File: src/rtl/branch_pred_ctrl.sv
// 2-bit saturating branch direction predictor with D->E->M prediction tracking and M-stage training.
// Optional gshare indexing is enabled by defining BP_GSHARE_EN.
module branch_pred_ctrl #(
    parameter int         IDX_W    = 6,
    parameter logic [1:0] INIT_CNT = 2'b01,
    parameter int         GHR_W    = 6
) (
    input  logic        clk,
    input  logic        resetn,
    input  logic [31:0] pcD,
    input  logic        branchD,
    input  logic        stallE,
    input  logic        flushE,
    input  logic        stallM,
    input  logic        flushM,
    input  logic        branchM,
    input  logic        actual_takeM,
    output logic        pred_takeD,
    output logic        succM,
    output logic        init_busy
);
    localparam int DEPTH = 2 ** IDX_W;

    typedef enum logic {INIT, RUN} state_t;

    typedef struct packed {
        logic             predTake;
        logic [IDX_W-1:0] idx;
        logic             valid;
    } track_t;

    state_t           state;
    logic [IDX_W-1:0] initCnt;
    logic [1:0]       pht [DEPTH];
    track_t           trkE, trkM;
    logic [IDX_W-1:0] idxD;
    logic             running;
    logic             train;
    logic [1:0]       curCnt, nextCnt;
    logic             unusedPc;

    assign running  = (state == RUN);
    assign unusedPc = ^{pcD[31:IDX_W+2], pcD[1:0]};

`ifdef BP_GSHARE_EN
    logic [GHR_W-1:0] ghr;

    assign idxD = pcD[IDX_W+1:2] ^ IDX_W'(ghr);

    // History survives INIT; only reset clears it.
    always_ff @(posedge clk or negedge resetn) begin
        if (!resetn)
            ghr <= '0;
        else if (train)
            ghr <= GHR_W'({ghr, actual_takeM});
    end
`else
    assign idxD = pcD[IDX_W+1:2];
`endif

    always_ff @(posedge clk or negedge resetn) begin
        if (!resetn) begin
            state     <= INIT;
            initCnt   <= '0;
            init_busy <= 1'b1;
        end else if (state == INIT) begin
            initCnt <= initCnt + 1'b1;
            if (initCnt == '1) begin
                state     <= RUN;
                init_busy <= 1'b0;
            end
        end
    end

    assign pred_takeD = branchD & running & pht[idxD][1];

    // Stalled M never trains, so a branch held in M updates once, on release.
    assign train  = running & branchM & trkM.valid & ~stallM;
    assign curCnt = pht[trkM.idx];

    always_comb begin
        nextCnt = curCnt;
        if (actual_takeM) begin
            if (curCnt != 2'b11) nextCnt = curCnt + 2'b01;
        end else begin
            if (curCnt != 2'b00) nextCnt = curCnt - 2'b01;
        end
    end

    always_ff @(posedge clk) begin
        if (state == INIT)
            pht[initCnt] <= INIT_CNT;
        else if (train)
            pht[trkM.idx] <= nextCnt;
    end

    always_ff @(posedge clk or negedge resetn) begin
        if (!resetn) begin
            trkE <= '0;
            trkM <= '0;
        end else begin
            if (flushE)
                trkE <= '0;
            else if (!stallE)
                trkE <= {pred_takeD, idxD, branchD & running};

            if (flushM)
                trkM <= '0;
            else if (!stallM)
                trkM <= trkE;
        end
    end

    assign succM = ~(branchM & trkM.valid) | (trkM.predTake == actual_takeM);

endmodule

File: config.mk
export PLATFORM = sky130hd
export DESIGN_NAME = branch_pred_ctrl
export DESIGN_NICKNAME = d
export VERILOG_FILES = /design/src/rtl/branch_pred_ctrl.sv
export SDC_FILE = /design/constraint.sdc
export NUM_CORES = 1
export LEC_CHECK = 0
export CAP_MARGIN = 20
export CORE_ASPECT_RATIO = 2
export CORE_MARGIN = 1.5
export CORE_UTILIZATION = 45
export CTS_BUF_LIST = sky130_fd_sc_hd__clkbuf_8
export DETAILED_ROUTE_END_ITERATION = 7
export GPL_TIMING_DRIVEN = 0
export HOLD_SLACK_MARGIN = 0.02
export PLACE_DENSITY = 0.64
export SETUP_SLACK_MARGIN = 0.05
export SKIP_LAST_GASP = 1
export SYNTH_ARGS = -nofsm -noshare
export SYNTH_HDL_FRONTEND = slang
export SYNTH_SLANG_ARGS = --single-unit
File: constraint.sdc
create_clock -name clk -period 5.85 [get_ports clk]
set_input_delay 1.17 -clock clk [delete_from_list [all_inputs] [get_ports clk]]
set_output_delay 1.17 -clock clk [all_outputs]
set_load 0.05 [all_outputs]
Word level (Yosys, flattened, before mapping)
Memories as Yosys holds them, arrays and structs flattened.
Index checks and enable logic that the tools add are counted.
{"block": "word_totals", "regBits": 24, "ram_bits": 128, "input_bits": 41, "out_inout_bits": 3, "wordCells": 47, "mem_count": 1}
{"memory": "pht", "words": 64, "word_bits": 2, "read_ports": 2, "rd_ports_with_merged_regs": 0, "wr": 1, "line_no": "34", "rtl": "logic [1:0] pht [DEPTH];"}
{"block": "classes", "addsub": 3, "eq_ne": 5, "mux": 16, "n_bitwise": 10, "n_reduce_logical": 3}
{"cell": "$mux 8", "count": 4}
{"cell": "$mux 2", "count": 4}
{"cell": "$mux 1", "count": 7}
{"cell": "$add 6x1->6 const B", "count": 1}
{"cell": "$and 1x1->1", "count": 6}
{"cell": "$eq 6x6->1 const B", "count": 1}
{"cell": "$mux 6", "count": 1}
{"cell": "$ne 2x1->1 const B", "count": 2}
{"cell": "$not 1->1", "count": 3}
{"cell": "$add 2x1->2 const B", "count": 1}
{"cell": "$ne 2x2->1 const B", "count": 1}
{"cell": "$reduce_and 2->1", "count": 1}
{"cell": "$reduce_bool 2->1", "count": 1}
{"cell": "$reduce_or 2->1", "count": 1}
{"cell": "$sub 2x1->2 const B", "count": 1}
{"cell": "$eq 1x1->1", "count": 1}
{"cell": "$or 1x1->1", "count": 1}

Longest topological paths before layout
{"block": "depth", "ltp_word": 8, "ltp_mapped": 8, "mapped_depth_nobuf": 6}

Worst setup path after synthesis
Ideal clock, no wire load.
{"block": "synth_timing", "path_type": "input port to flip-flop", "start": "input port stallM", "end": "memory pht[0][1], data pin", "setup_time_ns": 0.548, "t_arrival_ns": 3.674, "required_time_ns": 5.302, "path_slack_ns": 1.628, "cell_stages": 4, "n_path_buf": 2, "cell_sequence": "buf_2 nand4b_1 clkbuf_1 a21oi_1"}
{"block": "synth_via", "elab_chain_len": 7}
{"item": "start, declared", "line_no": "14", "rtl": "input logic stallM,"}
{"item": "$not 1->1", "line_no": "78", "rtl": "assign train = running & branchM & trkM.valid & ~stallM;"}
{"item": "$and 1x1->1", "line_no": "78"}
{"item": "$mux 1", "line_no": "93", "rtl": "else if (train)"}
{"item": "$mux 1", "line_no": "91", "rtl": "if (state == INIT)"}
{"item": "$mux 1 (not written as such)", "line_no": "94", "rtl": "pht[trkM.idx] <= nextCnt;"}
{"item": "$reduce_or 2->1 (no line)"}
{"item": "$mux 2 (no line)"}
{"item": "end, declared", "line_no": "34"}
No other way between the ends.

Worst setup path after layout
{"block": "layout_timing", "start": "input port pcD[3]", "end": "output port pred_takeD"}
{"block": "layout_via", "elab_chain_len": 2}
{"item": "start, declared", "line_no": "10", "rtl": "input logic [31:0] pcD,"}
{"item": "$mem_v2 64x2"}
{"item": "$and 1x1->1", "line_no": "75", "rtl": "assign pred_takeD = branchD & running & pht[idxD][1];"}
{"item": "end, declared", "line_no": "18", "rtl": "output logic pred_takeD,"}
No other way between the ends.

==> results.json <==
{
  "status": "completed",
  "cp.required_ns": 4.68,
  "synthArstFlopShare": 0.158,
  "wl_per_cell_um": 23.8,
  "final_max_slew_viol_count": 0,
  "syn_area_per_cell_sq_um": 15.6,
  "finalCriticalPeriod_ns": 5.12,
  "fin_area_sq_mm": 0.00774,
  "clock-sinks": 152,
  "drive_gt1_frac": 0.210,
  "period_share": 0.875,
  "route.detailed.drc": 0,
  "cp-start-kind": "input pin",
  "path_class": "input pin to primary output",
  "die_area_sq_mm": 0.0162,
  "fmax_mhz": 195,
  "port_buffers": 11,
  "drt_first_pass_iters": 5,
  "cts_tree": "built",
  "worstPathArrival_ns": 3.95,
  "hold_buffers": 0,
  "r2r-start": "trkM[2]",
  "placed_area_sq_mm": 0.00733,
  "dp_hpwl_um": 11500,
  "setup_violations": 0,
  "clockRootBuffer": "clkbuf_8",
  "num_rows": 63,
  "powerDensity_mw_per_mm2": 261,
  "startpoint": "pcD[3]",
  "diodes": 0,
  "path_clk_slew_ns": 0.09,
  "cp-end-kind": "primary output",
  "syn_inst": 444,
  "hold_path.class": "flip-flop to flip-flop",
  "synth_warnings": 0,
  "yosysUniqueCellTypes": 41,
  "cts_buffers": 17,
  "ys_seq_elements": 152,
  "clockBufferDepth": 2,
  "syn_to_final_growth_pct": 12.1,
  "fin_ws_ns": 0.732,
  "rsz0062_at_grt": "false",
  "wl_um": 16300,
  "ir_worst_vdd_uv": 112,
  "drtIter0Drc": 236,
  "vias": 4068,
  "fin_nets": 519,
  "overflow": 0,
  "ctsResizeCount": 0,
  "fp.dieW_um": 90.6,
  "antenna_found_initial": 0,
  "ys_dominant_reg_cell": "edfxtp_1",
  "skew_ns": 0.0102,
  "dieHeight_um": 178,
  "grt_pass1_wl_um": 24600,
  "r2r_cells": 9,
  "worstReg2RegEnd": "pht[8][0]",
  "grt_use_total": 0.216,
  "crit_end": "pred_takeD",
  "maxCapViolations": 0,
  "fin_cells": 685,
  "cp_max_fo": 10,
  "syn-num-nets": 486,
  "tightest_slew_ns": 0.761,
  "synth_edf_count": 128,
  "htreeDepth": 4,
  "dp.cells": 652,
  "rrSetupSlack_ns": 2.22,
  "dpl_worst_slack_ns": 0.734,
  "post-cts-setup-buffers": 0,
  "syn_area_sq_mm": 0.00691,
  "pin_count": 44,
  "num-fill-cells": 1225,
  "leakage_nw": 2.21,
  "grt_pass1_vias": 4257,
  "worstSkewPairLatency_ns": 0.46,
  "gp_congestion": 0.900,
  "detail-route-antenna-nets": 0,
  "final_util": 0.520,
  "initial_utilization": 0.464,
  "slew_headroom": 0.491,
  "avgViaCountPerCell": 5.94,
  "core_sq_mm": 0.0149,
  "hold_viol_final": 0,
  "seq_area_frac_synth": 0.643,
  "grt_max_degree": 38
}
[metal layers]
metal | GRT usage | up-vias | wire, um
met5 | 0 | - | 0
met4 | 0.115 | 0 | 703
met3 | 0.0465 | 42 | 680
met2 | 0.392 | 133 | 9120
met1 | 0.232 | 2098 | 5780
li1 | - | 1795 | -
[cell type report]
cell class | instances | area, sq um | area share
Clock inverter | 15 | 155 | 0.0200
Multi-Input combinational cell | 267 | 2370 | 0.305
Buffer | 23 | 115 | 0.0149
Inverter | 2 | 7.51 | 0.000969
Timing Repair Buffer | 14 | 178 | 0.0229
Tap cell | 195 | 244 | 0.0315
Clock buffer | 17 | 234 | 0.0302
Sequential cell | 152 | 4450 | 0.574
[cell families (layout without fill, tap and decap cells)]
group / count (synthesis) / in the layout / synth area share
flip-flops: 152 / 152 / 0.643
AND/OR/NAND/NOR: 147 / 147 / 0.0927
multiplexers: 70 / 70 / 0.196
AO/OA/AOI/OAI: 43 / 43 / 0.0413
buffers and inverters: 25 / 71 / 0.0177
XOR/XNOR: 6 / 6 / 0.00760
adder cells (fa/ha/maj): 1 / 1 / 0.00181
[cells in the final DEF (no fill, tap or decap), types with 2 or more instances in the layout]
| master | synthesis | final |
|---|---|---|
| a211oi_1 | 2 | 2 |
| a21oi_1 | 7 | 6 |
| a22oi_1 | 14 | 14 |
| a31oi_1 | 4 | 4 |
| and2_1 | 2 | 2 |
| buf_1 | 3 | 3 |
| buf_12 | 0 | 2 |
| buf_2 | 5 | 5 |
| buf_4 | 2 | 2 |
| buf_6 | 2 | 2 |
| bufinv_16 | 0 | 2 |
| clkbuf_1 | 11 | 11 |
| clkbuf_8 | 0 | 17 |
| clkdlybuf4s50_1 | 0 | 11 |
| clkinv_2 | 0 | 2 |
| clkinv_4 | 0 | 4 |
| clkinvlp_4 | 0 | 5 |
| dfrtp_1 | 23 | 23 |
| edfxtp_1 | 128 | 128 |
| inv_1 | 2 | 3 |
| mux2i_1 | 17 | 17 |
| mux4_2 | 52 | 52 |
| nand2_1 | 25 | 25 |
| nand2b_1 | 7 | 7 |
| nand3_1 | 9 | 9 |
| nor2_1 | 87 | 87 |
| nor2b_1 | 5 | 5 |
| o21a_1 | 3 | 3 |
| o21ai_0 | 4 | 4 |
| o22ai_1 | 2 | 2 |
| o31ai_1 | 2 | 2 |
| or2_2 | 2 | 2 |
| or3_1 | 4 | 4 |
| xnor2_1 | 4 | 4 |
| xor2_1 | 2 | 2 |
[per-stage QoR]
step                      setup TNS (ns)  power [W]  hold WS, ns
final                                  0    0.00202        0.457
after floorplan                        0    0.00124        0.479
after global routing                   0    0.00208        0.470
after global placement            -40.71    0.00126        0.444
after detailed placement               0    0.00127        0.447
after CTS                              0    0.00203        0.459
[registers in the layout, summed over array words and instances (netlist names)]
register   count
running        1
trkE           8
trkM           8
pht          128
initCnt        6
init_busy      1
[worst min path at each step]
stage | slack (ns) | cells past startpoint | startpoint | end
after global routing | 0.47 | 1 | init_busy | init_busy
after detailed placement | 0.45 | 1 | init_busy | init_busy
after floorplan | 0.48 | 1 | initCnt[2] | initCnt[2]
final | 0.46 | 1 | init_busy | init_busy
after global placement | 0.44 | 1 | init_busy | init_busy
after CTS | 0.46 | 1 | init_busy | init_busy
[where the power goes]
part | switching, W | internal, W
combinational | 0.0000461 | 0.0000340
sequential | 0.00000355 | 0.00116
clock | 0.000400 | 0.000378
[critical path, stage by stage]
cell and delay (ns):
clkbuf_1 0.45, buf_2 0.41, mux4_2 0.36, mux4_2 0.53, mux2i_1 0.16, o22ai_1 0.14, clkdlybuf4s50_1 0.72
[cells in the mapped netlist, types with 2 or more instances]
| library cell | count | area share |
|---|---|---|
| a211oi_1 | 2 | 0.0022 |
| a21oi_1 | 7 | 0.0051 |
| a22oi_1 | 14 | 0.015 |
| a31oi_1 | 4 | 0.0036 |
| and2_1 | 2 | 0.0018 |
| buf_1 | 3 | 0.0016 |
| buf_2 | 5 | 0.0036 |
| buf_4 | 2 | 0.0022 |
| buf_6 | 2 | 0.0033 |
| clkbuf_1 | 11 | 0.0060 |
| dfrtp_1 | 23 | 0.083 |
| edfxtp_1 | 128 | 0.56 |
| inv_1 | 2 | 0.0011 |
| mux2i_1 | 17 | 0.025 |
| mux4_2 | 52 | 0.17 |
| nand2_1 | 25 | 0.014 |
| nand2b_1 | 7 | 0.0063 |
| nand3_1 | 9 | 0.0065 |
| nor2_1 | 87 | 0.047 |
| nor2b_1 | 5 | 0.0045 |
| o21a_1 | 3 | 0.0033 |
| o21ai_0 | 4 | 0.0029 |
| o21ai_1 | 2 | 0.0014 |
| o22ai_1 | 2 | 0.0018 |
| o31ai_1 | 2 | 0.0022 |
| or2_2 | 2 | 0.0018 |
| or3_1 | 4 | 0.0036 |
| xnor2_1 | 4 | 0.0051 |
| xor2_1 | 2 | 0.0025 |
No activity file was read; power rests on OpenSTA's default activity.
